### src/rtl/mod_multiplier_feed_if.sv
`default_nettype none
// ============================================================================
// Module      : mod_multiplier_feed_if
// Description : Start/operand/result handshake bundle for mod_multiplier_feed.
// Revision    : 1.0 - initial release
// ============================================================================
interface mod_multiplier_feed_if #(
    parameter int WIDTH = 16
) ();
    logic                 ready_in;
    logic [WIDTH-1:0]     a_in;
    logic [WIDTH-1:0]     b_in;
    logic [2*WIDTH-1:0]   product_out;
    logic                 busy_out;
    logic                 valid_out;

    modport master (
        output ready_in, a_in, b_in,
        input  product_out, busy_out, valid_out
    );

    modport slave (
        input  ready_in, a_in, b_in,
        output product_out, busy_out, valid_out
    );
endinterface
`default_nettype wire

### src/rtl/mod_multiplier_feed.sv
`default_nettype none
// ============================================================================
// Module      : mod_multiplier_feed
// Description : Sequential radix-4 unsigned multiplier, WIDTH x WIDTH -> 2*WIDTH.
//               Optional MULT_EARLY_TERM_EN finishes once the multiplier is exhausted.
// Revision    : 1.0 - initial release
// ============================================================================
module mod_multiplier_feed #(
    parameter int WIDTH = 16
) (
    input  wire logic         clk_in,
    input  wire logic         rst_n_in,
    mod_multiplier_feed_if.slave bus
);
    localparam int N  = WIDTH / 2;
    localparam int CW = $clog2(N + 1);
    localparam int PW = 2 * WIDTH;
    localparam int AW = WIDTH + 2;

    typedef enum logic [0:0] {
        IDLE = 1'b0,
        MULT = 1'b1
    } state_t;

    state_t          r_state, w_state_nx;
    logic [AW-1:0]   r_a, w_a_nx;
    logic [AW-1:0]   r_a3, w_a3_nx;
    logic [WIDTH-1:0] r_b_sh, w_b_sh_nx;
    logic [PW-1:0]   r_acc, w_acc_nx;
    logic [PW-1:0]   r_product, w_product_nx;
    logic [CW-1:0]   r_count, w_count_nx;
    logic            r_busy, w_busy_nx;
    logic            r_valid, w_valid_nx;

    logic [AW-1:0]   w_pp_raw;
    logic [PW-1:0]   w_pp;
    logic [PW-1:0]   w_sum;
    logic [WIDTH-1:0] w_b_shift;
    logic            w_last;

    // Partial product for the current bit pair, aligned to its radix-4 weight
    always_comb begin
        w_pp_raw = '0;
        case (r_b_sh[1:0])
            2'd0: w_pp_raw = '0;
            2'd1: w_pp_raw = r_a;
            2'd2: w_pp_raw = r_a << 1;
            2'd3: w_pp_raw = r_a3;
            default: w_pp_raw = '0;
        endcase
    end

    assign w_pp      = {{(PW-AW){1'b0}}, w_pp_raw} << {r_count, 1'b0};
    assign w_sum     = r_acc + w_pp;
    assign w_b_shift = r_b_sh >> 2;

`ifdef MULT_EARLY_TERM_EN
    assign w_last = (w_b_shift == '0) || (r_count == CW'(N - 1));
`else
    assign w_last = (r_count == CW'(N - 1));
`endif

    always_comb begin
        w_state_nx   = r_state;
        w_a_nx       = r_a;
        w_a3_nx      = r_a3;
        w_b_sh_nx    = r_b_sh;
        w_acc_nx     = r_acc;
        w_product_nx = r_product;
        w_count_nx   = r_count;
        w_busy_nx    = r_busy;
        w_valid_nx   = 1'b0;
        case (r_state)
            IDLE: begin
                if (bus.ready_in) begin
                    w_a_nx     = {2'b00, bus.a_in};
                    w_a3_nx    = ({2'b00, bus.a_in} << 1) + {2'b00, bus.a_in};
                    w_b_sh_nx  = bus.b_in;
                    w_acc_nx   = '0;
                    w_count_nx = '0;
                    w_busy_nx  = 1'b1;
                    w_state_nx = MULT;
                end
            end
            MULT: begin
                w_acc_nx   = w_sum;
                w_b_sh_nx  = w_b_shift;
                w_count_nx = r_count + 1'b1;
                if (w_last) begin
                    w_product_nx = w_sum;
                    w_busy_nx    = 1'b0;
                    w_valid_nx   = 1'b1;
                    w_state_nx   = IDLE;
                end
            end
            default: w_state_nx = IDLE;
        endcase
    end

    always_ff @(posedge clk_in or negedge rst_n_in) begin
        if (!rst_n_in) begin
            r_state   <= IDLE;
            r_a       <= '0;
            r_a3      <= '0;
            r_b_sh    <= '0;
            r_acc     <= '0;
            r_product <= '0;
            r_count   <= '0;
            r_busy    <= 1'b0;
            r_valid   <= 1'b0;
        end else begin
            r_state   <= w_state_nx;
            r_a       <= w_a_nx;
            r_a3      <= w_a3_nx;
            r_b_sh    <= w_b_sh_nx;
            r_acc     <= w_acc_nx;
            r_product <= w_product_nx;
            r_count   <= w_count_nx;
            r_busy    <= w_busy_nx;
            r_valid   <= w_valid_nx;
        end
    end

    assign bus.product_out = r_product;
    assign bus.busy_out    = r_busy;
    assign bus.valid_out   = r_valid;
endmodule
`default_nettype wire

### src/flat_wrapper.sv
// flat-port wrapper written by rule: the top's interface ports become plain ports
module mod_multiplier_feed_flat 
#(
    parameter int WIDTH = 16
)
  (clk_in, rst_n_in, bus_ready_in, bus_a_in, bus_b_in, bus_product_out, bus_busy_out, bus_valid_out);
  mod_multiplier_feed_if #(.WIDTH(WIDTH)) bus_i ();
  input  wire logic clk_in;
  input  wire logic rst_n_in;
  input wire logic [$bits(bus_i.ready_in)-1:0] bus_ready_in;
  input wire logic [$bits(bus_i.a_in)-1:0] bus_a_in;
  input wire logic [$bits(bus_i.b_in)-1:0] bus_b_in;
  output wire logic [$bits(bus_i.product_out)-1:0] bus_product_out;
  output wire logic [$bits(bus_i.busy_out)-1:0] bus_busy_out;
  output wire logic [$bits(bus_i.valid_out)-1:0] bus_valid_out;
  assign bus_i.ready_in = bus_ready_in;
  assign bus_i.a_in = bus_a_in;
  assign bus_i.b_in = bus_b_in;
  assign bus_product_out = bus_i.product_out;
  assign bus_busy_out = bus_i.busy_out;
  assign bus_valid_out = bus_i.valid_out;
  mod_multiplier_feed #(.WIDTH(WIDTH)) u_core (.clk_in(clk_in), .rst_n_in(rst_n_in), .bus(bus_i));
endmodule
### config.mk
export PLATFORM = sky130hd
export DESIGN_NAME = mod_multiplier_feed_flat
export DESIGN_NICKNAME = d
export VERILOG_FILES = /design/src/rtl/mod_multiplier_feed_if.sv /design/src/rtl/mod_multiplier_feed.sv /design/src/flat_wrapper.sv
export SDC_FILE = /design/constraint.sdc
export NUM_CORES = 1
export LEC_CHECK = 0
export ABC_AREA = 1
export CORE_ASPECT_RATIO = 1.4
export CORE_UTILIZATION = 40
export CTS_CLUSTER_SIZE = 20
export DETAILED_ROUTE_END_ITERATION = 16
export GPL_ROUTABILITY_DRIVEN = 0
export PLACE_DENSITY = 0.57
export REMOVE_ABC_BUFFERS = 1
export SLEW_MARGIN = 20
export SYNTH_ARGS = -nofsm -noshare
export SYNTH_HDL_FRONTEND = slang
export SYNTH_SLANG_ARGS = --single-unit
### constraint.sdc
create_clock -name clk_in -period 8.4 [get_ports clk_in]
set_clock_uncertainty 0.05 [all_clocks]
set_input_delay 1.26 -clock clk_in [delete_from_list [all_inputs] [get_ports clk_in]]
set_output_delay 1.26 -clock clk_in [all_outputs]
set_load 0.005 [all_outputs]
# Yosys cells after proc, flatten, opt, wreduce, memory -nomap -nowiden
# Cells that the tools add are included.
[word_totals]
output_inout_bits = 34
inputBits = 35
regBits = 121
elab_cells = 39
[classes]
n_addsub = 3
shifts = 1
mux = 15
n_reduce_logical = 4
n_bitwise = 1
n_eq_ne = 6
[op_table]
columns = ["cell", "n"]
rows = [
  ["18-bit case mux with 4 select lines", 1],
  ["32-bit case mux with 2 select lines", 1],
  ["32-bit adder", 1],
  ["32-bit 2-to-1 mux", 1],
  ["16-bit case mux with 2 select lines", 1],
  ["18-bit by 5-bit << shifter with 32-bit output", 1],
  ["17-bit by 16-bit adder with 18-bit output", 1],
  ["16-bit 2-to-1 mux", 1],
  ["4-bit case mux with 2 select lines", 1],
  ["1-bit 2-to-1 mux", 6],
  ["2-bit AND reduction", 3],
  ["4-bit by 1-bit adder with 4-bit output, second input constant", 1],
  ["2-bit equality test, second input constant", 2],
  ["4-bit by 3-bit equality test with 1-bit output, second input constant", 1],
  ["4-bit 2-to-1 mux", 1],
  ["2-bit != test, second input constant", 2],
  ["1-bit case mux with 2 select lines", 2],
  ["2-bit by 1-bit equality test with 1-bit output, second input constant", 1],
  ["2-bit logical NOT", 1],
  ["1-bit NOT", 1],
]

# Longest topological paths before layout
# Gate-level depths: netlist of run 1.
[logic_depth]
ltp_word = 5
ltp_mapped = 25
depth_no_buf = 25

# Worst setup path after synthesis of run 1
# OpenSTA, ideal clock, no wires.
[synth_path]
path_type = "reg2reg"
from = "register u_core.r_b_sh[1]"
to = "register u_core.r_acc[27]"
period_less_slack_ns = 3.008
path_buffers = 1
arrival_ns = 2.840
required_ns = 8.232
setup_ns = 0.118
stages_incl_launch_ff = 22
slack_ns = 5.392
path_cell_list = "dfrtp_1 buf_4 nand2_1 inv_2 a221oi_1 nand2_1 o21ai_0 nand2_1 nand3_1 nand3_1 nand2_1 inv_1 ha_1 inv_1 o21ai_0 a31oi_1 o21ai_0 a21oi_1 nand2_1 or2_2 nand3_1 nand2_1"
[synth_between]
elab_chain_len = 5
elab_cells_between_ends = 8
classes_between = "1 x add/sub; 3 x eq/ne; 1 x shift; 2 x mux; 1 x reduce/logical"
[synth_lines]
columns = ["element", "line_no", "text"]
rows = [
  ["start: declaration", "mod_multiplier_feed.sv:28", "logic [WIDTH-1:0] r_b_sh, w_b_sh_nx;"],
  ["start signal: assignment", "mod_multiplier_feed.sv:115", "r_b_sh <= w_b_sh_nx;"],
  ["2-bit equality test (tied with other cells)", "mod_multiplier_feed.sv:44", "case (r_b_sh[1:0])"],
  ["18-bit case mux with 4 select lines *", "mod_multiplier_feed.sv:44", ""],
  ["18-bit by 5-bit << shifter with 32-bit output *", "mod_multiplier_feed.sv:53", "assign w_pp = {{(PW-AW){1'b0}}, w_pp_raw} << {r_count, 1'b0};"],
  ["32-bit adder *", "mod_multiplier_feed.sv:54", "assign w_sum = r_acc + w_pp;"],
  ["32-bit case mux with 2 select lines *", "mod_multiplier_feed.sv:73", "case (r_state)"],
  ["end signal: assignment", "mod_multiplier_feed.sv:116", "r_acc <= w_acc_nx;"],
  ["end: declaration", "mod_multiplier_feed.sv:29", "logic [PW-1:0] r_acc, w_acc_nx;"],
]
# Every way passes the cells marked *; elsewhere a longest branch is shown, timed or not.
# A chain may end at the register's enable or synchronous reset.

# Worst setup path in the final report of run 1
[layout_path]
from = "register u_core.r_b_sh[1]"
to = "register u_core.r_product[27] (netlist: u_core.bus.product_out[27])"
[layout_between]
elab_chain_len = 4
elab_cells_between_ends = 7
classes_between = "1 x add/sub; 3 x eq/ne; 1 x shift; 1 x mux; 1 x reduce/logical"
[layout_lines]
columns = ["element", "line_no", "text"]
rows = [
  ["2-bit equality test (tied with other cells)", "mod_multiplier_feed.sv:44", ""],
  ["18-bit case mux with 4 select lines *", "mod_multiplier_feed.sv:44", ""],
  ["18-bit by 5-bit << shifter with 32-bit output *", "mod_multiplier_feed.sv:53", ""],
  ["32-bit adder *", "mod_multiplier_feed.sv:54", ""],
  ["end signal: assignment", "mod_multiplier_feed.sv:117", "r_product <= w_product_nx;"],
  ["end: declaration", "mod_multiplier_feed.sv:30", "logic [PW-1:0] r_product, w_product_nx;"],
]
# Marked as above.

==> results of run 1 <==
sequential cells by signal (all words and copies together) (netlist names):
signal                  count
u_core.bus.busy_out         1
u_core.bus.product_out     32
u_core.bus.valid_out        1
u_core.r_a                 15
u_core.r_a3                18
u_core.r_acc               32
u_core.r_b_sh              16
u_core.r_count              4
u_core.r_state              1
cell usage in the layout, fill, tap and decap left out, drive strengths merged, types with 2 or more instances in the layout:
cell	synthesis	final
nand2	409	409
nand3	128	128
dfrtp	120	120
o21ai	111	111
inv	99	105
nor2	78	78
clkdlybuf4s50	0	67
a21oi	55	55
ha	49	49
clkbuf	30	17
nand4	15	15
xnor2	14	14
a31oi	10	10
or2	10	10
o211ai	8	8
a21o	7	7
xor2	7	7
o21bai	6	6
nor3	6	6
buf	15	6
clkinv	1	6
bufinv	0	4
o221ai	3	3
o21a	3	3
o22ai	3	3
o211a	2	2
a21boi	2	2
a22o	2	2
nor4	2	2
fa	2	2
layer usage:
layer,GRT usage (%),vias up,wire length [um]
met2,41.50,186,12040
li1,-,4082,-
met5,0,-,0
met4,13.45,0,1195
met1,27.83,3678,9807
met3,3.199,67,664
per-stage QoR:
step | hold slack [ns] | std cells | utilization [%]
finish | 0.4169 | 1517 | 47.90
global route | 0.4445 | 1517 | 47.90
CTS | 0.4269 | 1517 | 47.90
detailed placement | 0.4136 | 1485 | 44.79
global placement | 0.4060 | 1485 | 44.79
floorplan | 0.3992 | 1156 | -
Yosys cell counts (all sizes together) (2+ instances only):
cell type | count | area, sq um
a21boi | 2 | 15.01
a21o | 7 | 52.55
a21oi | 55 | 275.3
a22o | 2 | 17.52
a31oi | 10 | 62.56
buf | 15 | 72.56
clkbuf | 30 | 112.6
dfrtp | 120 | 3003
fa | 2 | 40.04
ha | 49 | 613.1
inv | 99 | 371.6
nand2 | 409 | 1535
nand3 | 128 | 640.6
nand4 | 15 | 93.84
nor2 | 78 | 324.1
nor3 | 6 | 30.03
nor4 | 2 | 12.51
o211a | 2 | 20.02
o211ai | 8 | 60.06
o21a | 3 | 22.52
o21ai | 111 | 566.8
o21bai | 6 | 45.04
o221ai | 3 | 26.28
o22ai | 3 | 18.77
or2 | 10 | 62.56
xnor2 | 14 | 122.6
xor2 | 7 | 61.31
final timing paths:
| kind | start | to | cells past startpoint |
|---|---|---|---|
| max | u_core.r_b_sh[1]$_DFFE_PN0P_ | u_core.bus.product_out[27]$_DFFE_PN0P_ | 21 |
| min | u_core.bus.busy_out$_DFFE_PN0P_ | u_core.bus.busy_out$_DFFE_PN0P_ | 2 |
| max reg2reg | u_core.r_b_sh[1]$_DFFE_PN0P_ | u_core.bus.product_out[27]$_DFFE_PN0P_ | 21 |
| min reg2reg | u_core.bus.busy_out$_DFFE_PN0P_ | u_core.bus.busy_out$_DFFE_PN0P_ | 2 |
| max in group asynchronous | rst_n_in | u_core.r_acc[18]$_DFFE_PN0P_ | 2 |
| min in group asynchronous | rst_n_in | u_core.bus.product_out[5]$_DFFE_PN0P_ | 1 |
logic make-up after synthesis:
| logic type | after synthesis | synth area share [%] |
|---|---|---|
| simple gates | 649 | 32.55 |
| buf+inv | 145 | 6.742 |
| fa+ha+maj | 51 | 7.856 |
| xor+xnor | 21 | 2.212 |
| compound gates | 215 | 14.52 |
| flops | 120 | 36.12 |
layout make-up:
| class | instances | area, sq um |
|---|---|---|
| clock buffers | 17 | 425.4 |
| clock inverters | 15 | 212.7 |
| fillers | 2155 | 10670 |
| inverters | 100 | 375.4 |
| multi-input cells | 936 | 4758 |
| flip-flops and latches | 120 | 3003 |
| well taps | 256 | 320.3 |
| repair buffers | 73 | 715.7 |
worst max-delay path: cells and delay by family, from the launching register on:
kind | cells | cell delay (ns)
and+or+nand+nor | 11 | 1.29
AOI/OAI and AO/OA | 6 | 1.10
DFF | 1 | 0.81
buffers and inverters | 3 | 0.46
adders and majority gates | 1 | 0.33
power by group through the flow:
stage / Clock (uW) / Combinational (uW) / Sequential [uW]
2_1_floorplan: 0 / 1780 / 1050
3_3_place_gp: 0 / 2560 / 1100
3_5_place_dp: 0 / 2580 / 1090
4_1_cts: 813 / 2590 / 1090
5_1_grt: 841 / 2950 / 1130
6_report: 801 / 2590 / 1090
==> results.txt, run 1 <==
crit path max-delay cell type - dfrtp_1
Worst Path Class, Setup - reg2reg
Crit. End Element - flop
total power - 4479 uW
CTS buffer count - 17
I/O pin count - 69
Placed Area - 9173 sq um
Std-Cell Core Area - 20480 sq um
Yosys cell types - 41
DR DRC count - 0
die height - 172.6 um
status - finished clean
Die ar. - 21370 sq um
final setup TNS - 0 ns
Synth Register Bits - 120
Post-synth EDFFs - 0
share of layout cells above drive strength 1 - 4.600%
area grow syn2layout - 18.00%
Final Slew Violations - 0
drt wl/cell - 15.62 um
Tcrit/Tclk final - 49.66%
final setup violation count - 0
Tmin final - 4.171 ns
input/output buffers - 68
sequential area share after synthesis - 36.12%
row count - 62
Pwr Density - 456.5 nW/um^2
RSZ-0062 raised after global routing - false
switching power - 2173 uW
Clock Power Share - 17.9%
Slew HR - 37.01%
Synth async-reset ratio - 100.0%
Slew @ Worst Pin - 0.9448 ns
Detail Route Antenna Nets - 0
Routed WL - 23.70 mm
H-Tree Depth - 4
TritonCTS clock tree - built
Hold Fails Final Rpt - 0
static leakage - 0.004741 uW
cts hold-fix bufs - 0
vias in the first global route - 7876
Detailed Route Iter0 Violations - 537
post_cts resized - 0
Post-Synthesis Cells - 1201
Yosys warning total - 0
top achievable clock speed - 239.7 MHz
CP cell instances - inv_1 > nand2_1 > nor2_1 > a221oi_1 > nand2_1 > o21ai_0 > nand2_1 > nand3_1 > nand3_1 > nand2_1 > inv_1 > ha_1 > inv_1 > o21ai_0 > a31oi_1 > o21ai_0 > a21oi_1 > nand2_1 > or2_2 > nand3_1 > nand2_1
CP startpoint kind - flop
CP peak stage delay - 0.81 ns
Gate power share - 57.8%
Worst Path Max Fanout - 19
arrival time at the worst endpoint - 4.44 ns
setup ws final - 4.229 ns
GRT Util Overall - 23.98%
Clk Latency, worst-skew pair - 0.43 ns
reg-to-reg slack, setup - 4.23 ns
pre-CTS setup slack - 4.290 ns
synthesized area per cell - 6.923 sq um
largest net degree at the start of global routing - 74
internal power - 2306 uW
Clock Tree Root - clkbuf_16
first-pass GRT wire length - 39.63 mm
number of diodes - 0
Post-CTS Setup Repair Bufs - 0
CTS max path bufs - 2
global route total overflow - 0
ys flop type - dfrtp_1
Seq pwr share - 24.3%
Max-cap violations - 0
Vias - 8013
vias per cell - 5.282
drt pass-1 iters - 7
VDD IR max - 0.0001946 V
Hold Path Class - reg2reg
clock sink count - 120
Worst Path Required - 8.67 ns
mapped cell area - 8314 sq um
initial antenna violation count - 0
Die W - 123.8 um
Sw Share - 48.52%
Worst-path clk slew - 0.06 ns
dpl hpwl - 18.12 mm
Initial Util - 40.60%
final instance area - 9811 sq um
Final nets - 1334
most frequent cell on the critical path - nand2_1
Power figures use the tool's default switching activity.
==> run 2: changes to the inputs <==
- clock period: 8.4 -> 3.85 ns (I/O delays scaled with it)
==> run 2 against run 1 <==
  * Die area did not move
  * Clock power rose by 120%
  * Clock-buffer cell count did not move
  * Non-clock buffer count rose by 20
  * Combinational power rose by 130%
  * Flip-flop and latch count did not move
  * Sequential share of layout area fell by 0.56 points
  * Final area rose by 1.9%
  * Critical path depth did not move
  * Core utilization rose by 0.90 points
  * Power rose by 120%
==> results.txt, run 2 (same netlist as run 1, synthesis figures left out) <==
dpl hpwl - 18.76 mm (+3.5%)
clock sink count - 120 (unchanged)
Slew @ Worst Pin - 0.7757 ns (-0.1692 ns)
pre-CTS setup slack - 0.3081 ns (-3.982 ns)
Worst Path Max Fanout - 6 (-13)
number of diodes - 0 (unchanged)
Std-Cell Core Area - 20480 sq um (unchanged)
Reg2Reg Depth - 21 (unchanged)
H-Tree Depth - 4 (unchanged)
Clk Latency, worst-skew pair - 0.43 ns (about the same)
Crit. End Element - flop
Final Slew Violations - 0 (unchanged)
Die W - 123.8 um (unchanged)
final instance area - 9995 sq um (+1.9%)
Clock Power Share - 17.3% (-0.6 points)
share of layout cells above drive strength 1 - 6.245% (+1.6 points)
reg-to-reg critical path startpoint - u_core.r_b_sh[0]$_DFFE_PN0P_
Die ar. - 21370 sq um (unchanged)
RR Endpoint - u_core.bus.product_out[18]$_DFFE_PN0P_
setup ws final - 0.2813 ns (-3.948 ns)
Hold Path Class - in2async
Placed Cells - 1505 (+1.3%)
global route total overflow - 0 (unchanged)
top achievable clock speed - 280.2 MHz (+17%)
arrival time at the worst endpoint - 3.83 ns (-0.61 ns)
status - finished clean
area grow syn2layout - 20.21%
internal power - 5171 uW (+120%)
I/O pin count - 69 (unchanged)
TritonCTS clock tree - built
Max-cap violations - 0 (unchanged)
CP startpoint kind - flop
initial antenna violation count - 0 (unchanged)
Worst-path clk slew - 0.06 ns (about the same)
most frequent cells in the layout - nand2_1 (409), nand3_1 (128), dfrtp_1 (120), o21ai_0 (101), inv_1 (93)
DR DRC count - 0 (unchanged)
Seq pwr share - 22.8% (-1.5 points)
Pwr Density - 997.3 nW/um^2 (+120%)
final setup violation count - 0 (unchanged)
Routed WL - 23.92 mm (+0.92%)
Hold Fails Final Rpt - 0 (unchanged)
Detail Route Antenna Nets - 0 (unchanged)
Final nets - 1354 (+1.5%)
VDD IR max - 0.0004145 V (+110%)
Initial Util - 40.60% (unchanged)
CTS max path bufs - 2 (unchanged)
Tmin final - 3.569 ns (-0.6025 ns)
Clock Tree Root - clkbuf_16
Placed Area - 9335 sq um (+1.8%)
Slew HR - 48.29% (+11 points)
input/output buffers - 68 (unchanged)
total power - 9968 uW (+120%)
drt pass-1 iters - 5 (-2)
die height - 172.6 um (unchanged)
Post-Layout Cell Count - 1537 (+1.3%)
Detailed Route Iter0 Violations - 468 (-13%)
final hold slack - 0.1485 ns (-0.2684 ns)
CTS buffer count - 17 (unchanged)
Worst Path Required - 4.11 ns (-4.56 ns)
reg-to-reg slack, setup - 0.28 ns (-3.95 ns)
first-pass GRT wire length - 39.50 mm (-0.31%)
commonest non-fill, non-tap cell in the layout - nand2_1
Vias - 8057 (+0.55%)
largest net degree at the start of global routing - 66 (-11%)
drt wl/cell - 15.56 um (-0.39%)
static leakage - 0.004841 uW (+2.1%)
vias in the first global route - 8005 (+1.6%)
Gate power share - 59.8% (+2.0 points)
GRT Util Overall - 23.86% (-0.12 points)
Worst Path Class, Setup - reg2reg
Sw Share - 48.12% (-0.40 points)
Filler Cell Count - 2160 (+0.23%)
row count - 62 (unchanged)
vias per cell - 5.242 (-0.76%)
RSZ-0062 raised after global routing - true
switching power - 4797 uW (+120%)
Tcrit/Tclk final - 92.69% (+43 points)
[run 2: repair_timing]
item,4_1_cts,5_1_grt
resized for setup,0,4
setup endpoints to repair,0,11
hold endpoints to repair,0,0
buffers inserted,0,0
hold buffers,0,0
[run 2: worst max path at each step]
stage	slack, ns	from	cells after the start	to
finish	0.28	u_core.r_b_sh[0]$_DFFE_PN0P_	21	u_core.bus.product_out[18]$_DFFE_PN0P_
global route	-0.02	u_core.r_b_sh[0]$_DFFE_PN0P_	21	u_core.bus.product_out[18]$_DFFE_PN0P_
CTS	0.28	u_core.r_b_sh[0]$_DFFE_PN0P_	20	u_core.r_acc[22]$_DFFE_PN0P_
detailed placement	0.31	u_core.r_b_sh[0]$_DFFE_PN0P_	20	u_core.r_acc[22]$_DFFE_PN0P_
global placement	0.34	u_core.r_b_sh[0]$_DFFE_PN0P_	21	u_core.bus.product_out[18]$_DFFE_PN0P_
floorplan	0.56	u_core.r_b_sh[1]$_DFFE_PN0P_	21	u_core.r_acc[27]$_DFFE_PN0P_
[run 2: final cells by class]
class,instances,area (sq um),area share (%)
Sequential cell,120,3003,30.05
Clock buffer,17,425.4,4.256
Multi-Input combinational cell,936,4778,47.81
Timing Repair Buffer,93,878.3,8.788
Clock inverter,15,214.0,2.141
Inverter,100,375.4,3.756
Tap cell,256,320.3,3.205
[run 2: critical path, cell delays in order, from the launching register on]
cell     delay, ns
dfrtp_1       0.44
inv_2         0.12
buf_4         0.15
buf_4         0.15
nand3_1       0.09
nand3_1       0.11
inv_1         0.04
o21ai_1       0.18
nand2_1       0.11
nand3_1       0.08
o21ai_1       0.09
nor2_1        0.13
ha_1          0.29
a21oi_1       0.21
o21ai_0       0.19
a21oi_1       0.27
o21ai_4       0.15
nand2_1       0.09
nand2_1       0.08
or2_2         0.29
nand3_1       0.09
nand2_1       0.06
[run 2: power by group through the flow]
stage                     clock network (uW)  registers (uW)  logic [uW]
after global placement                     0            2280        5840
after floorplan                            0            2290        3890
after CTS                               1750            2270        5930
after global routing                    1820            2330        6760
final                                   1730            2280        5970
after detailed placement                   0            2280        5920
[run 2: per-layer routing]
metal / up-vias / track usage (%) / part of all wire [%]
met5: - / 0 / 0
met4: 0 / 12.10 / 4.5
met3: 67 / 3.463 / 2.6
met2: 185 / 42.62 / 52
met1: 3682 / 26.86 / 41
li1: 4123 / - / -
[run 2: metrics by stage]
| stage | setup TNS [ns] | utilization (%) |
|---|---|---|
| 6_report | 0 | 48.80 |
| 5_1_grt | -0.02270 | 48.80 |
| 4_1_cts | 0 | 48.70 |
| 3_5_place_dp | 0 | 45.58 |
| 3_3_place_gp | 0 | 45.58 |
| 2_1_floorplan | 0 | - |
==> run 3: changes to the inputs <==
- CAP_MARGIN: not set -> 20
- CORE_MARGIN: not set -> 8
==> run 3 against run 2 <==
  * Global-route usage down 3.9 points
  * Power is 1.3% lower
  * Register-to-register slack worse by 0.03 ns
  * Via count grew 0.17%
  * Largest power group unchanged
  * Critical path depth down 1
  * Core utilization fell by 0.26 points
  * Setup slack got worse by 0.025 ns
  * Critical endpoint unchanged
  * Cell count about the same
  * Highest routed layer unchanged
  * Combinational power barely moved
  * Sequential power about the same
  * First-iteration DRC count is 6.8% higher
  * Die area increased by 20%
==> results.txt, run 3 (same netlist as run 1, synthesis figures left out) <==
status - finished clean
final hold slack - 0.08935 ns (-0.05916 ns)
post_cts resized - 0 (unchanged)
final setup TNS - 0 ns (unchanged)
drt wl/cell - 16.04 um (+3.1%)
Std-Cell Core Area - 20480 sq um (unchanged)
CP cell instances - buf_4 > nor2_8 > nand2_1 > nand3_1 > inv_1 > o21ai_1 > nand2_1 > nand3_1 > o21ai_0 > nor2_1 > ha_1 > a21oi_1 > o21ai_0 > a21oi_2 > o21ai_4 > nand2_1 > nand2_1 > or2_2 > nand3_1 > nand2_1
Slew HR - 33.99% (-14 points)
vias per cell - 5.255 (+0.24%)
Pwr Density - 989.7 nW/um^2 (-0.77%)
row count - 62 (unchanged)
static leakage - 0.004815 uW (-0.54%)
CTS buffer count - 17 (unchanged)
Hold Fails Final Rpt - 0 (unchanged)
first-pass GRT wire length - 41.21 mm (+4.3%)
GRT Util Overall - 20.00% (-3.9 points)
Max-cap violations - 0 (unchanged)
area grow syn2layout - 19.56%
Final Util - 48.54% (-0.26 points)
reg-to-reg critical path startpoint - u_core.r_b_sh[1]$_DFFE_PN0P_
Filler Cell Count - 2151 (-0.42%)
most frequent cell on the critical path - nand2_1
Post-CTS Setup Repair Bufs - 0 (unchanged)
die height - 186.6 um (+8.1%)
crit path max-delay cell type - dfrtp_1
Final nets - 1353 (-0.074%)
Hold Path Class - in2async
CP peak stage delay - 0.47 ns (+0.03 ns)
CP top delay family - simple AND/OR/NAND/NOR gates
Seq pwr share - 23.2% (+0.4 points)
Crit. End Element - flop
cts hold-fix bufs - 0 (unchanged)
arrival time at the worst endpoint - 3.86 ns (+0.03 ns)
Worst Path Max Fanout - 12 (+6)
Detailed Route Iter0 Violations - 500 (+6.8%)
total power - 9838 uW (-1.3%)
reg-to-reg slack, setup - 0.26 ns (-0.03 ns)
largest net degree at the start of global routing - 56 (-15%)
TritonCTS clock tree - built
switching power - 4782 uW (-0.31%)
CP startpoint kind - flop
Clk Latency, worst-skew pair - 0.43 ns (about the same)
CTS max path bufs - 2 (unchanged)
most frequent cells in the layout - nand2_1 (409), nand3_1 (128), dfrtp_1 (120), o21ai_0 (101), inv_1 (93)
Die ar. - 25720 sq um (+20%)
Vias - 8071 (+0.17%)
Post-Layout Cell Count - 1536 (-0.065%)
VDD IR max - 0.0004746 V (+15%)
Detail Route Antenna Nets - 0 (unchanged)
Reg2Reg Depth - 20 (-4.8%)
drt pass-1 iters - 5 (unchanged)
vias in the first global route - 8271 (+3.3%)
number of diodes - 0 (unchanged)
Sw Share - 48.61% (+0.48 points)
share of layout cells above drive strength 1 - 6.172% (-0.073 points)
RSZ-0062 raised after global routing - false
Clock Tree Root - clkbuf_16
Worst Path Required - 4.12 ns (about the same)
Initial Util - 40.60% (unchanged)
final setup violation count - 0 (unchanged)
I/O pin count - 69 (unchanged)
Tcrit/Tclk final - 93.34% (+0.65 points)
RR Endpoint - u_core.bus.product_out[18]$_DFFE_PN0P_
Final Slew Violations - 0 (unchanged)
Buf/Inv on CP - 2 (-2)
Tmin final - 3.594 ns (+0.02502 ns)
input/output buffers - 68 (unchanged)
internal power - 5056 uW (-2.2%)
Placed Cells - 1504 (-0.066%)
Clock Power Share - 16.3% (-1.0 points)
Slew @ Worst Pin - 0.9840 ns (+0.2084 ns)
commonest non-fill, non-tap cell in the layout - nand2_1
H-Tree Depth - 4 (unchanged)
Die W - 137.8 um (+11%)
Routed WL - 24.64 mm (+3.0%)
Gate power share - 60.6% (+0.8 points)
dpl hpwl - 19.16 mm (+2.1%)
DR DRC count - 0 (unchanged)
Worst Path Class, Setup - reg2reg
global route total overflow - 0 (unchanged)
clock sink count - 120 (unchanged)
top achievable clock speed - 278.3 MHz (-0.70%)
initial antenna violation count - 0 (unchanged)
Worst-path clk slew - 0.06 ns (about the same)
run 3: layout make-up:
type / instances / area [sq um] / share of cell area, %
inverters: 100 / 375.4 / 3.776
flip-flops and latches: 120 / 3003 / 30.21
clock buffers: 19 / 442.9 / 4.456
multi-input cells: 936 / 4782 / 48.11
repair buffers: 92 / 870.8 / 8.760
well taps: 256 / 320.3 / 3.222
clock inverters: 13 / 146.4 / 1.473
run 3: layer usage:
metal / track usage (%) / vias up / routed length, um / part of all wire [%]
li1: - / 4116 / - / -
met1: 22.51 / 3747 / 10280 / 42
met2: 35.40 / 154 / 12710 / 52
met3: 3.280 / 54 / 749 / 3.0
met4: 9.291 / 0 / 908 / 3.7
met5: 0 / - / 0 / 0
run 3: worst max path at each step:
stage,start,endpoint,cells after the start
final,u_core.r_b_sh[1]$_DFFE_PN0P_,u_core.bus.product_out[18]$_DFFE_PN0P_,20
after global routing,u_core.r_b_sh[0]$_DFFE_PN0P_,u_core.bus.product_out[21]$_DFFE_PN0P_,19
after CTS,u_core.r_b_sh[1]$_DFFE_PN0P_,u_core.bus.product_out[18]$_DFFE_PN0P_,20
after detailed placement,u_core.r_b_sh[1]$_DFFE_PN0P_,u_core.bus.product_out[18]$_DFFE_PN0P_,20
after global placement,u_core.r_b_sh[1]$_DFFE_PN0P_,u_core.bus.product_out[18]$_DFFE_PN0P_,20
after floorplan,u_core.r_b_sh[1]$_DFFE_PN0P_,u_core.r_acc[27]$_DFFE_PN0P_,21
run 3: power groups by stage:
| stage | clock network [uW] | registers [uW] | logic (uW) |
|---|---|---|---|
| floorplan | 0 | 2290 | 3890 |
| global placement | 0 | 2290 | 5830 |
| detailed placement | 0 | 2280 | 5910 |
| CTS | 1630 | 2280 | 5920 |
| global route | 1690 | 2350 | 6740 |
| finish | 1600 | 2280 | 5960 |
run 3: through the flow:
step / setup slack [ns] / instance area [sq um]
detailed placement: 0.3294 / 9328
finish: 0.2563 / 9941
floorplan: 0.5641 / 8129
CTS: 0.3030 / 9917
global placement: 0.3774 / 9328
global route: 0.01172 / 9941
==> RTL change: new RTL, config.mk and constraints of run 2 <==
The option `MULT_EARLY_TERM_EN` is turned on by a define.
--- a/src/rtl/mod_multiplier_feed.sv
+++ b/src/rtl/mod_multiplier_feed.sv
@@ -5,6 +5,8 @@
 //               Optional MULT_EARLY_TERM_EN finishes once the multiplier is exhausted.
 // Revision    : 1.0 - initial release
 // ============================================================================
+`define MULT_EARLY_TERM_EN
+
 module mod_multiplier_feed #(
     parameter int WIDTH = 16
 ) (
Formal check against the unedited RTL: not equivalent (a bounded check fails within 4 cycles, from zero or initial values and one cycle with rst_n_in low).
==> RTL change against run 2 <==
  * Cell area increased by 2.6%
  * Wire length increased by 4.1%
  * Sequential share of layout area shrank 0.74 points
  * Power up 4.1%
  * Sequential cell count unchanged
  * Setup slack got worse by 0.074 ns
  * Synthesized area up 0.23%
==> RTL change: results (changes against run 2) <==
• **number of fillers in the final layout** 2129, was 2160
• **worst-margin pin slew** 0.8250 ns, was 0.7757 ns
• **first-pass GRT wire length** 41200 um, was 39500 um
• **met1 usage** 0.2865, was 0.2686
• **cell count after placement** 1542, was 1505
• **met3 track utilization from global routing** 0.02902, was 0.03463
• **biggest area contributors in the synthesized netlist** sky130_fd_sc_hd__dfrtp_1 (36%), sky130_fd_sc_hd__nand2_1 (19%), sky130_fd_sc_hd__ha_1 (7.4%), was sky130_fd_sc_hd__dfrtp_1 (36%), sky130_fd_sc_hd__nand2_1 (18%), sky130_fd_sc_hd__nand3_1 (7.7%)
• **Avg Cell Area, Syn** 6.910 um^2, was 6.923 um^2
• **combinational group power** 6.50 mW, was 5.97 mW
• **met2 wire length** 12970 um, was 12500 um
• **ranking of synthesized cells by instance count** sky130_fd_sc_hd__nand2_1 (413), sky130_fd_sc_hd__nand3_1 (121), sky130_fd_sc_hd__dfrtp_1 (120), was sky130_fd_sc_hd__nand2_1 (409), sky130_fd_sc_hd__nand3_1 (128), sky130_fd_sc_hd__dfrtp_1 (120)
• **sum of routed wire segments on met1** 10200 um, was 9730 um
• **number of vias in the routed layout** 8381, was 8057
• **sequential fraction of design power** 0.217, was 0.228
• **total routed wirelength** 24890 um, was 23920 um
• **proportion of synthesized chip area in sequential cells** 0.3604, was 0.3612
• **critical path arrival** 3.91 ns, was 3.83 ns
• **maximum number of pins on one net before global-route repair** 59, was 66
• **delay of the slowest critical-path stage** 0.38 ns, was 0.44 ns
• **result of the run** complete, no violations, unchanged
• **Distinct cells, synth** 40, was 41
• **Switching Fraction** 0.4831, was 0.4812
• **worst-path maximum fanout** 13, was 6
• **count of nets after finishing** 1393, was 1354
• **Total Routing Usage GR** 0.2478, was 0.2386
• **combinational share of power** 0.626, was 0.598
## RTL change: per-stage QoR
stage	instance area (um^2)	util	TNS (ns)	setup WS [ns]	hold slack [ns]
2_1_floorplan	8142	-	0	0.6696	0.2319
6_report	10250	0.5005	0	0.2073	0.1591
4_1_cts	10160	0.4959	0	0.05275	0.2192
5_1_grt	10250	0.5005	-0.3617	-0.08915	0.2394
3_3_place_gp	9565	0.4671	0	0.1659	0.4119
3_5_place_dp	9565	0.4671	0	0.09584	0.4146
## RTL change: cell type report
class | instances | share of cell area
tap | 256 | 0.03125
clock inverter | 15 | 0.01611
clock buffer | 17 | 0.04150
multi-input combinational | 950 | 0.4750
timing repair buffer | 124 | 0.1084
sequential | 120 | 0.2931
inverter | 94 | 0.03467
## RTL change: path summary, 6_finish.rpt
check / from / to / slack, ns / cells after the start
min in group clk_in: u_core.bus.product_out[13] / u_core.bus.product_out[13] / 0.42 / 2
min reg2reg: u_core.bus.product_out[13] / u_core.bus.product_out[13] / 0.42 / 2
max: u_core.r_b_sh[0] / u_core.r_acc[24] / 0.21 / 22
min: rst_n_in / u_core.bus.product_out[6] / 0.16 / 1
max in group asynchronous: rst_n_in / u_core.bus.product_out[19] / 2.75 / 2
max reg2reg: u_core.r_b_sh[0] / u_core.r_acc[24] / 0.21 / 22
## RTL change: timing repair
item                                    CTS  global route
resized for setup                         0            27
setup buffers                             0             2
endpoints found under the setup margin    0            29
## RTL change: kinds of logic after synthesis
family,synth area share
adders and majority gates,0.07838
xor gates and xnor gates,0.02102
and+or+nand+nor,0.3348
muxes,0.001201
DFF,0.3604
buffers and inverters,0.06531
AOI/OAI and AO/OA,0.1389
